$ cat src/rtl/bridge_pkg.sv
// Shared types and constants for the CPU data-bridge responder and its timer.
// Optional feature macro: BRIDGE_TIMEOUT_EN (data-RAM wait timeout with bus error).
package bridge_pkg;

    typedef enum logic [1:0] {
        IDLE = 2'd0,
        WAIT = 2'd1,
        RESP = 2'd2
    } state_e;

    // Byte offsets inside the 16-byte timer window
    localparam logic [3:0] OFF_CTRL   = 4'h0;
    localparam logic [3:0] OFF_PRESET = 4'h4;
    localparam logic [3:0] OFF_COUNT  = 4'h8;

    // CTRL = {IM, MODE[1:0], EN}
    localparam int CTRL_EN       = 0;
    localparam int CTRL_MODE_LSB = 1;
    localparam int CTRL_MODE_MSB = 2;
    localparam int CTRL_IM       = 3;

    localparam logic [1:0] MODE_ONESHOT = 2'd0;
    localparam logic [1:0] MODE_RELOAD  = 2'd1;

    localparam logic [31:0] ERR_PATTERN = 32'hDEAD_BEEF;

endpackage

$ cat src/rtl/bridge_timer.sv
// 32-bit down-counting timer: CTRL/PRESET/COUNT registers, one-shot or auto-reload,
// level interrupt. Zero-wait register interface with a combinational read port.
module bridge_timer
    import bridge_pkg::*;
(
    input  logic        clk,
    input  logic        rst,
    input  logic        we,
    input  logic [3:0]  off,
    input  logic [31:0] wdata,
    output logic [31:0] rdata,
    output logic        irq
);

    logic [3:0]  ctrl_q,   ctrl_d;
    logic [31:0] preset_q, preset_d;
    logic [31:0] count_q,  count_d;
    logic        irq_q,    irq_d;

    logic       en;
    logic       im;
    logic [1:0] mode;

    assign en   = ctrl_q[CTRL_EN];
    assign im   = ctrl_q[CTRL_IM];
    assign mode = ctrl_q[CTRL_MODE_MSB:CTRL_MODE_LSB];

    always_comb begin
        // NOTE: every signal gets a default first so no path through the block leaves it unassigned (no latch).
        ctrl_d   = ctrl_q;
        preset_d = preset_q;
        count_d  = count_q;
        irq_d    = irq_q;

        if (en) begin
            if (count_q > 32'd1) begin
                count_d = count_q - 32'd1;
            end else if (count_q == 32'd1) begin
                count_d = '0;
                if (im) irq_d = 1'b1;
                // Reserved modes 2/3 stop like one-shot
                if (mode != MODE_RELOAD) ctrl_d[CTRL_EN] = 1'b0;
            end else if (mode == MODE_RELOAD) begin
                count_d = preset_q;
            end
        end

        // Bus writes are applied last so they override counting on a collision
        if (we) begin
            case (off)
                OFF_CTRL: begin
                    ctrl_d = wdata[3:0];
                    irq_d  = 1'b0;
                end
                OFF_PRESET: begin
                    preset_d = wdata;
                    count_d  = wdata;
                end
                default: ;
            endcase
        end
    end

    always_comb begin
        case (off)
            OFF_CTRL:   rdata = {28'd0, ctrl_q};
            OFF_PRESET: rdata = preset_q;
            OFF_COUNT:  rdata = count_q;
            default:    rdata = '0;
        endcase
    end

    always_ff @(posedge clk or negedge rst) begin
        if (!rst) begin
            ctrl_q   <= '0;
            preset_q <= '0;
            count_q  <= '0;
            irq_q    <= 1'b0;
        end else begin
            // NOTE: sequential state uses non-blocking assignments so all flops update together.
            ctrl_q   <= ctrl_d;
            preset_q <= preset_d;
            count_q  <= count_d;
            irq_q    <= irq_d;
        end
    end

    assign irq = irq_q;

endmodule

$ cat src/rtl/bridge_responder.sv
// Device side of the CPU data bridge: decodes requests to the data-RAM port or the
// internal timer. Optional feature macro: BRIDGE_TIMEOUT_EN (abort stalled RAM accesses).
module bridge_responder
    import bridge_pkg::*;
#(
    parameter logic [31:0] TIMER_BASE  = 32'h0000_7F00,
    parameter int          DM_ADDR_W   = 12
`ifdef BRIDGE_TIMEOUT_EN
    ,
    parameter int          TIMEOUT_CYC = 64
`endif
) (
    input  logic                 clk,
    input  logic                 rst,
    input  logic                 req_valid,
    input  logic                 req_we,
    input  logic [31:0]          req_addr,
    input  logic [3:0]           req_be,
    input  logic [31:0]          req_wdata,
    output logic                 resp_ready,
    output logic [31:0]          resp_rdata,
    output logic                 dm_en,
    output logic [3:0]           dm_we,
    output logic [DM_ADDR_W-1:0] dm_addr,
    output logic [31:0]          dm_wdata,
    input  logic                 dm_ack,
    input  logic [31:0]          dm_rdata,
    output logic                 timer_irq,
    output logic                 bus_err
);

    state_e               state_q,      state_d;
    logic                 dm_en_q,      dm_en_d;
    logic [3:0]           dm_we_q,      dm_we_d;
    logic [DM_ADDR_W-1:0] dm_addr_q,    dm_addr_d;
    logic [31:0]          dm_wdata_q,   dm_wdata_d;
    logic [31:0]          resp_rdata_q, resp_rdata_d;

`ifdef BRIDGE_TIMEOUT_EN
    localparam int TO_W = $clog2(TIMEOUT_CYC + 1);
    logic [TO_W-1:0] wait_cnt_q, wait_cnt_d;
    logic            bus_err_q,  bus_err_d;
`endif

    logic        is_timer;
    logic        timer_sel;
    logic [31:0] timer_rdata;

    assign is_timer  = (req_addr[31:4] == TIMER_BASE[31:4]);
    // Timer accesses complete combinationally, only while no RAM access is in flight
    assign timer_sel = (state_q == IDLE) && req_valid && is_timer;

    bridge_timer u_timer (
        .clk   (clk),
        .rst   (rst),
        .we    (timer_sel && req_we),
        .off   (req_addr[3:0]),
        .wdata (req_wdata),
        .rdata (timer_rdata),
        .irq   (timer_irq)
    );

    always_comb begin
        state_d      = state_q;
        dm_en_d      = 1'b0;
        dm_we_d      = 4'b0000;
        dm_addr_d    = dm_addr_q;
        dm_wdata_d   = dm_wdata_q;
        resp_rdata_d = resp_rdata_q;
`ifdef BRIDGE_TIMEOUT_EN
        wait_cnt_d   = '0;
        bus_err_d    = 1'b0;
`endif

        case (state_q)
            IDLE: begin
                if (req_valid && !is_timer) begin
                    dm_en_d    = 1'b1;
                    dm_we_d    = req_we ? req_be : 4'b0000;
                    dm_addr_d  = req_addr[DM_ADDR_W+1:2];
                    dm_wdata_d = req_wdata;
                    state_d    = WAIT;
                end
            end
            WAIT: begin
                if (dm_ack) begin
                    resp_rdata_d = dm_rdata;
                    state_d      = RESP;
                end
`ifdef BRIDGE_TIMEOUT_EN
                else if (wait_cnt_q == TO_W'(TIMEOUT_CYC - 1)) begin
                    resp_rdata_d = ERR_PATTERN;
                    bus_err_d    = 1'b1;
                    state_d      = RESP;
                end else begin
                    wait_cnt_d = wait_cnt_q + 1'b1;
                end
`endif
            end
            RESP:    state_d = IDLE;
            default: state_d = IDLE;
        endcase
    end

    always_ff @(posedge clk or negedge rst) begin
        if (!rst) begin
            state_q      <= IDLE;
            dm_en_q      <= 1'b0;
            dm_we_q      <= 4'b0000;
            dm_addr_q    <= '0;
            dm_wdata_q   <= '0;
            resp_rdata_q <= '0;
`ifdef BRIDGE_TIMEOUT_EN
            wait_cnt_q   <= '0;
            bus_err_q    <= 1'b0;
`endif
        end else begin
            state_q      <= state_d;
            dm_en_q      <= dm_en_d;
            dm_we_q      <= dm_we_d;
            dm_addr_q    <= dm_addr_d;
            dm_wdata_q   <= dm_wdata_d;
            resp_rdata_q <= resp_rdata_d;
`ifdef BRIDGE_TIMEOUT_EN
            wait_cnt_q   <= wait_cnt_d;
            bus_err_q    <= bus_err_d;
`endif
        end
    end

    assign resp_ready = (state_q == RESP) || timer_sel;
    assign resp_rdata = timer_sel ? timer_rdata : resp_rdata_q;
    assign dm_en      = dm_en_q;
    assign dm_we      = dm_we_q;
    assign dm_addr    = dm_addr_q;
    assign dm_wdata   = dm_wdata_q;

`ifdef BRIDGE_TIMEOUT_EN
    assign bus_err = bus_err_q;
`else
    assign bus_err = 1'b0;
`endif

endmodule

$ cat config.mk
export PLATFORM = sky130hd
export DESIGN_NAME = bridge_responder
export DESIGN_NICKNAME = d
export VERILOG_FILES = /design/src/rtl/bridge_pkg.sv /design/src/rtl/bridge_timer.sv /design/src/rtl/bridge_responder.sv
export SDC_FILE = /design/constraint.sdc
export NUM_CORES = 1
export LEC_CHECK = 0
export CORE_MARGIN = 2
export CORE_UTILIZATION = 50
export DETAILED_ROUTE_END_ITERATION = 7
export HOLD_SLACK_MARGIN = 0.08
export PLACE_DENSITY = 0.8
export SYNTH_ARGS = -nofsm -noshare
export SYNTH_HDL_FRONTEND = slang
export SYNTH_HIERARCHICAL = 1
export SYNTH_SLANG_ARGS = --single-unit
$ cat constraint.sdc
create_clock -name clk -period 4.2 [get_ports clk]
set_clock_uncertainty 0.1 [all_clocks]
set_input_delay 1.05 -clock clk [delete_from_list [all_inputs] [get_ports clk]]
set_output_delay 1.05 -clock clk [all_outputs]
set_load 0.05 [all_outputs]
==> summary.txt, run 1 <==
Status
  • Status: finished clean

Yosys
  • Post-Synthesis Cells: 821
  • Most used standard cell by instance count after synthesis: nand2_1
  • Largest cells by area after synthesis: dfrtp_1 (47%), nand2_1 (10%), mux2_4 (7.1%), mux2_1 (4.0%), a22o_1 (3.1%)
  • Syn Nets: roughly 930
  • Synth cell count leaders: nand2_1 (224), dfrtp_1 (152), clkbuf_1 (38), mux2_4 (38), o21ai_0 (36)
  • Main synth FF type: dfrtp_1
  • Seq/Total Area, Yosys: between 40% and 50%
  • Top-area cell type share of the netlist area: approximately 47%
  • Post-synth ARST share: 100%
  • Syn Area/Cell: 9.85 um^2
  • Yosys Warn Count: 6
  • Cell taking the most area after synthesis: dfrtp_1
  • Yosys reg bits: 152
  • EDFF count, synth: 0
  • Mapped Area: 8090 um^2
  • Yosys cell types: 67

Drt
  • ANT nets after route: 0
  • 1st-pass router iterations: 5
  • Via density: 5.85
  • WL per Instance: slightly below 20 um
  • Via count: ~7300
  • DRC: 0
  • Drt initial violations: 663
  • DRT Wirelength: roughly 24000 um

Cells and area
  • Area growth from synthesis to final layout: 36.8%
  • Post-layout util: approximately 70%
  • Share of layout cells above drive strength 1: roughly a fifth
  • Diodes inserted: 0
  • Final Net Count: between 1000 and 1500
  • Final instance area: around 11000 um^2
  • Layout Cells excl Fill: around 1200

Floorplanning
  • Die Ht: around 130 um
  • Core area: roughly 16000 um^2
  • Starting Density: a little over 50%
  • Site Rows: 46
  • Io pins: about 190
  • DIE WIDTH: 131 um
  • Die ar.: around 17000 um^2

Global routing
  • First-pass GRT wire length: 38900 um
  • Total track usage: 28.4%
  • Initial antenna violation count: 0
  • Gr ovfl total: 0
  • Largest net degree at the start of global routing: 63
  • Vias in the first global route: just over 7000

Timing
  • Period utilization: a little over nine tenths
  • Rel. slew slack: between 40 and 50%
  • Worst-Margin Slew: around 830 ps
  • Crit path time final: approximately 4100 ps
  • Hold_ws: roughly 380 ps
  • Final setup fails: 0
  • Final Hold Fails: 0
  • Fmax: around 240 MHz
  • Slew Limit Fails: 0

CTS
  • Hold Buf Count CTS: 0
  • CTS Buf Count: 17
  • Root buffer cell: clkbuf_16
  • Worst-path clk slew: ~60 ps
  • # H-tree levels: 4
  • Worst-Skew Late Latency: around 420 ps
  • Clock Sinks: around 150
  • CTS tree: done
  • Max Root-Sink Buffers: 2

Placed design
  • DPL Wire Length: ~17000 um
  • Placed instance area: 10200 um^2
  • Post-placement cell count: 1203
  • Gp weighted congestion: roughly 0.9
  • IO buf count: between 150 and 200

Setup path
  • FF-to-FF setup slack: ~1200 ps
  • R2R cell count: 6
  • Crit path DAT: between 2000 and 3000 ps
  • Req. time, crit path: 3050 ps
  • CP Max Fanout: 7
  • Critical path class: in2out
  • CP Launch Type: primary input
  • Endpoint type of the worst setup path: output pin

Pwr
  • P_leak: roughly 5 nW
  • Power density cells: 585 nW/um^2
  • VDD IR-drop max: 0.343 mV

Run
  • Max-cap violations: 0

Hold path
  • Hold Path Stages: 2
  • Hold WC Path Type: reg2reg
-- placed cells by master (no fill, tap or decap), types with 5 or more instances in the layout --
cell,n
clkdlybuf4s50_1,127
mux2i_1,13
clkbuf_2,5
a22oi_1,6
clkbuf_16,17
nand2_1,224
a21oi_1,23
dlygate4sd2_1,7
mux2_1,16
mux2_4,54
buf_12,7
dfrtp_1,152
or3_1,11
inv_1,16
clkdlybuf4s15_1,7
o41ai_1,6
o211ai_1,7
dlymetal6s2s_1,7
buf_8,6
nor2_1,24
o21ai_0,36
o221ai_1,10
xor2_1,5
a31oi_1,7
or4_1,5
nand3_1,8
buf_6,13
nor3_1,16
or2_2,6
a22o_1,29
and2_1,6
nor4_1,10
buf_4,47
mux2_2,9
-- sequential cells by signal, summed over array words and instances, names as in the netlist --
| register | flops |
|---|---|
| dm_wdata | 32 |
| dm_addr | 12 |
| u_timer/ctrl_q | 4 |
| u_timer/preset_q | 32 |
| dm_en | 1 |
| u_timer/irq | 1 |
| state_q | 2 |
| u_timer/count_q | 32 |
| dm_we | 4 |
| resp_rdata_q | 32 |
-- per-stage QoR --
| stage | TNS [ps] | setup slack, ps | power [mW] |
|---|---|---|---|
| 2_1_floorplan | 0 | 316 | 3.88 |
| 3_3_place_gp | -4990 | -171 | 4.77 |
| 3_5_place_dp | -4980 | -186 | 4.82 |
| 4_1_cts | -40.7 | -40.7 | 6.48 |
| 5_1_grt | -4.55 | -4.53 | 6.71 |
| 6_report | 0 | 77.0 | 6.47 |
-- final cells by class --
| type | instances | area [um^2] |
|---|---|---|
| Sequential cell | 152 | 3800 |
| Timing Repair Buffer | 228 | 2300 |
| Inverter | 16 | 60.1 |
| Clock inverter | 12 | 128 |
| Tap cell | 216 | 270 |
| Multi-Input combinational cell | 598 | 4050 |
| Fill cell | 1137 | 4770 |
| Clock buffer | 20 | 447 |
-- final timing paths --
path	from	end
max	req_addr[28]	resp_rdata[17]
min	resp_rdata_q[13]	resp_rdata_q[13]
max reg2reg	u_timer/count_q[18]	u_timer/count_q[11]
min reg2reg	resp_rdata_q[13]	resp_rdata_q[13]
max in group asynchronous	rst	u_timer/count_q[11]
min in group asynchronous	rst	dm_wdata[5]
-- cell families after synthesis --
group                    count (synthesis)  share of synthesized area [%]
XOR/XNOR                                 8                          0.867
flip-flops                             152                           47.0
multiplexers                            92                           14.4
AND/OR/NAND/NOR                        336                           19.2
other                                    1                         0.0464
buffers and inverters                   71                           4.21
AO/OA/AOI/OAI                          159                           13.9
adder cells (fa/ha/maj)                  2                          0.309
-- what timing repair did --
| action | 4_1_cts | 5_1_grt |
|---|---|---|
| cloned | 2 | 0 |
| setup endpoints to repair | 32 | 32 |
| pin swaps | 6 | 9 |
| resized for setup | 63 | 28 |
| setup buffers | 5 | 1 |
-- metal layers --
metal  wire length, um  track usage (%)
met1             10400             39.8
met2             11500             44.7
met3              1970             5.79
met4               600             8.64
met5                 0                0
-- power by group --
part           leakage, nW  internal (mW)  switching [mW]  total (mW)
logic                 2.90           1.15            1.79        2.94
clock network        0.272          0.887           0.611        1.50
registers             1.88           1.82           0.212        2.03
total                 5.05           3.86            2.61        6.47
-- critical path: stages --
cell	delay [ps]
clkdlybuf4s15_1	170
or4_4	560
nor4_4	270
buf_4	170
buf_6	130
buf_12	140
mux2_4	320
buf_8	150
(Power assumes the default switching activity.)
==> run 2: changes to the inputs <==
Settings changed: GPL_TIMING_DRIVEN set to 0.
==> run 2 against run 1 <==
  * Sequential power barely moved
  * Clock power rose by 11%
  * Register-to-register slack lost 400 ps
  * Critical path depth down 1
  * Die area unchanged
  * Utilization increased by 1.0 points
  * Worst setup slack got worse by 60 ps
  * Via count up 3.8%
  * Non-clock buffer count up 27
  * Wire length increased by 13%
  * Critical path type unchanged
  * Largest cell class unchanged
==> summary.txt, run 2 (synthesis gave the netlist of run 1 again) <==
Drt
  • Drt initial violations: 897 (+35%)
  • Via count: 7539 (+3.8%)
  • WL per Instance: 21.8 um (+11%)
  • 1st-pass router iterations: 7 (+2)
  • ANT nets after route: 0 (unchanged)
  • DRC: 0 (unchanged)
  • DRT Wirelength: 27700 um (+13%)
  • Via density: 5.94 (+1.6%)

Setup path
  • CP Launch Point: req_addr[26]
  • Cell family with most CP delay: simple AND/OR/NAND/NOR gates
  • Critical path's slowest cell: or4_4
  • CP Max Fanout: 8 (+1)
  • Req. time, crit path: 3050 ps (about the same)
  • Critical path class: in2out
  • Crit path DAT: 3030 ps (+60 ps)
  • CP Launch Type: primary input
  • Reg2reg start: u_timer/count_q[18]
  • Crit-path max cell delay: 560 ps (about the same)
  • Bufs and invs on worst path: 4 (-1)
  • Endpoint type of the worst setup path: output pin
  • Critical path cell sequence: dlygate4sd2_1, or4_4, nor4_4, buf_6, buf_12, mux2_1, buf_2

Timing
  • Period utilization: 99.6% (+1.4 points)
  • Worst-Margin Slew: 843 ps (+10.5 ps)
  • Post-route setup TNS: 0 ps (unchanged)
  • Final setup fails: 0 (unchanged)
  • Crit path time final: 4180 ps (+59.6 ps)
  • Final WS setup: 17.4 ps (-59.6 ps)
  • Rel. slew slack: 43.6% (-0.91 points)
  • Slew Limit Fails: 0 (unchanged)
  • Hold_ws: 370 ps (-6.38 ps)
  • Final Hold Fails: 0 (unchanged)
  • Fmax: 239 MHz (-1.4%)

Cells and area
  • Post-layout util: 70.9% (+1.0 points)
  • Area growth from synthesis to final layout: 38.8%
  • Most frequent cells in the layout: nand2_1 (224), dfrtp_1 (152), clkdlybuf4s50_1 (124)
  • Final Net Count: 1147 (+2.4%)
  • Layout fillers: 1123 (-1.2%)
  • Layout Cells excl Fill: 1269 (+2.2%)
  • Share of layout cells above drive strength 1: 18.2% (-0.97 points)
  • Diodes inserted: 0 (unchanged)
  • Final instance area: 11200 um^2 (+1.5%)
  • Commonest non-fill, non-tap cell in the layout: nand2_1

Global routing
  • Vias in the first global route: 7410 (+5.0%)
  • Initial antenna violation count: 0 (unchanged)
  • Grt met1 use: 43.6% (+3.8 points)
  • Gr ovfl total: 0 (unchanged)
  • M3 GR Usage: 7.75% (+2.0 points)
  • Total track usage: 31.7% (+3.3 points)
  • Largest net degree at the start of global routing: 94 (+49%)
  • Layer with the highest usage: met2
  • M2 GR Usage: 48.8% (+4.1 points)
  • First-pass GRT wire length: 42300 um (+8.8%)

Floorplanning
  • Core area: 15800 um^2 (unchanged)
  • Io pins: 189 (unchanged)
  • Site Rows: 46 (unchanged)
  • DIE WIDTH: 131 um (unchanged)
  • Die Ht: 131 um (unchanged)
  • Die ar.: 17200 um^2 (unchanged)
  • Starting Density: 51.1% (unchanged)

CTS
  • # H-tree levels: 4 (unchanged)
  • Worst-Skew Late Latency: 430 ps (about the same)
  • CTS tree: done
  • Hold Buf Count CTS: 0 (unchanged)
  • Root buffer cell: clkbuf_16
  • Max Root-Sink Buffers: 2 (unchanged)
  • Clock Sinks: 152 (unchanged)
  • CTS Buf Count: 17 (unchanged)
  • Worst-path clk slew: 60 ps (about the same)

Placed design
  • IO buf count: 187 (unchanged)
  • Post-placement cell count: 1225 (+1.8%)
  • Gp weighted congestion: 1.01 (+9.5%)
  • Placed instance area: 10300 um^2 (+0.33%)
  • Dpl ws: -1300 ps (-1110 ps)
  • DPL Wire Length: 18700 um (+11%)

Pwr
  • VDD IR-drop max: 0.369 mV (+7.5%)
  • Power density cells: 595 nW/um^2 (+1.8%)
  • Tot Pwr: 6.68 mW (+3.3%)
  • P_leak: 5.13 nW (+1.5%)

Run
  • Max-cap violations: 0 (unchanged)

Hold path
  • Hold_sp: resp_rdata_q[10]
  • Hold WC Path Type: reg2reg

Status
  • Status: finished clean
==> run 2: cell count changes in the layout (fill, tap and decap cells not counted), sizes merged, moves of 3 or more <==
cell / delta
clkbuf: +31
dlygate4sd2: +12
buf: -9
clkdlybuf4s15: -5
clkdlybuf4s50: -3
==> run 2: report_power, final <==
part / switching (mW) / total, mW / internal [mW]
sequential: 0.201 / 2.02 / 1.82
combinational: 1.84 / 3.00 / 1.17
clock: 0.620 / 1.66 / 1.04
total: 2.66 / 6.68 / 4.02
==> run 2: what timing repair did <==
item	CTS	global route
gates cloned	2	0
resized for setup	274	46
setup buffers	10	3
pin swaps	10	6
setup endpoints to repair	86	59
==> run 2: final timing paths <==
| path | endpoint | slack [ps] | cells past startpoint |
|---|---|---|---|
| worst max-delay path | resp_rdata[3] | 20 | 7 |
| worst min-delay path | resp_rdata_q[10] | 370 | 2 |
| worst max register to register | u_timer/count_q[6] | 820 | 8 |
| worst min register to register | resp_rdata_q[10] | 370 | 2 |
| max in group asynchronous | u_timer/preset_q[18] | 2680 | 2 |
| min in group asynchronous | dm_wdata[7] | 480 | 1 |
==> run 2: final cells by class <==
cell class | instances | area, um^2 | share of cell area (%)
multi-input cells | 598 | 4090 | 36.4
clock inverters | 11 | 170 | 1.52
repair buffers | 201 | 2040 | 18.1
well taps | 216 | 270 | 2.41
inverters | 16 | 60.1 | 0.535
flip-flops and latches | 152 | 3800 | 33.9
plain buffers | 54 | 327 | 2.91
clock buffers | 21 | 470 | 4.19
==> run 2: worst reg2reg max path, cell delays in order, from the launching register on <==
cell and delay (ps):
dfrtp_1 450, or3_4 440, or4_4 490, buf_6 150
nor4_2 580, clkbuf_1 660, nor3_1 120, a21oi_1 180
o211ai_1 100
==> run 2: layer usage <==
layer | up-vias | share of wire [%] | routed length, um
met1 | 3650 | 41 | 11300
met2 | 468 | 46 | 12700
li1 | 3355 | - | -
met4 | 0 | 2.8 | 774
met3 | 66 | 10 | 2790
met5 | - | 0 | 0
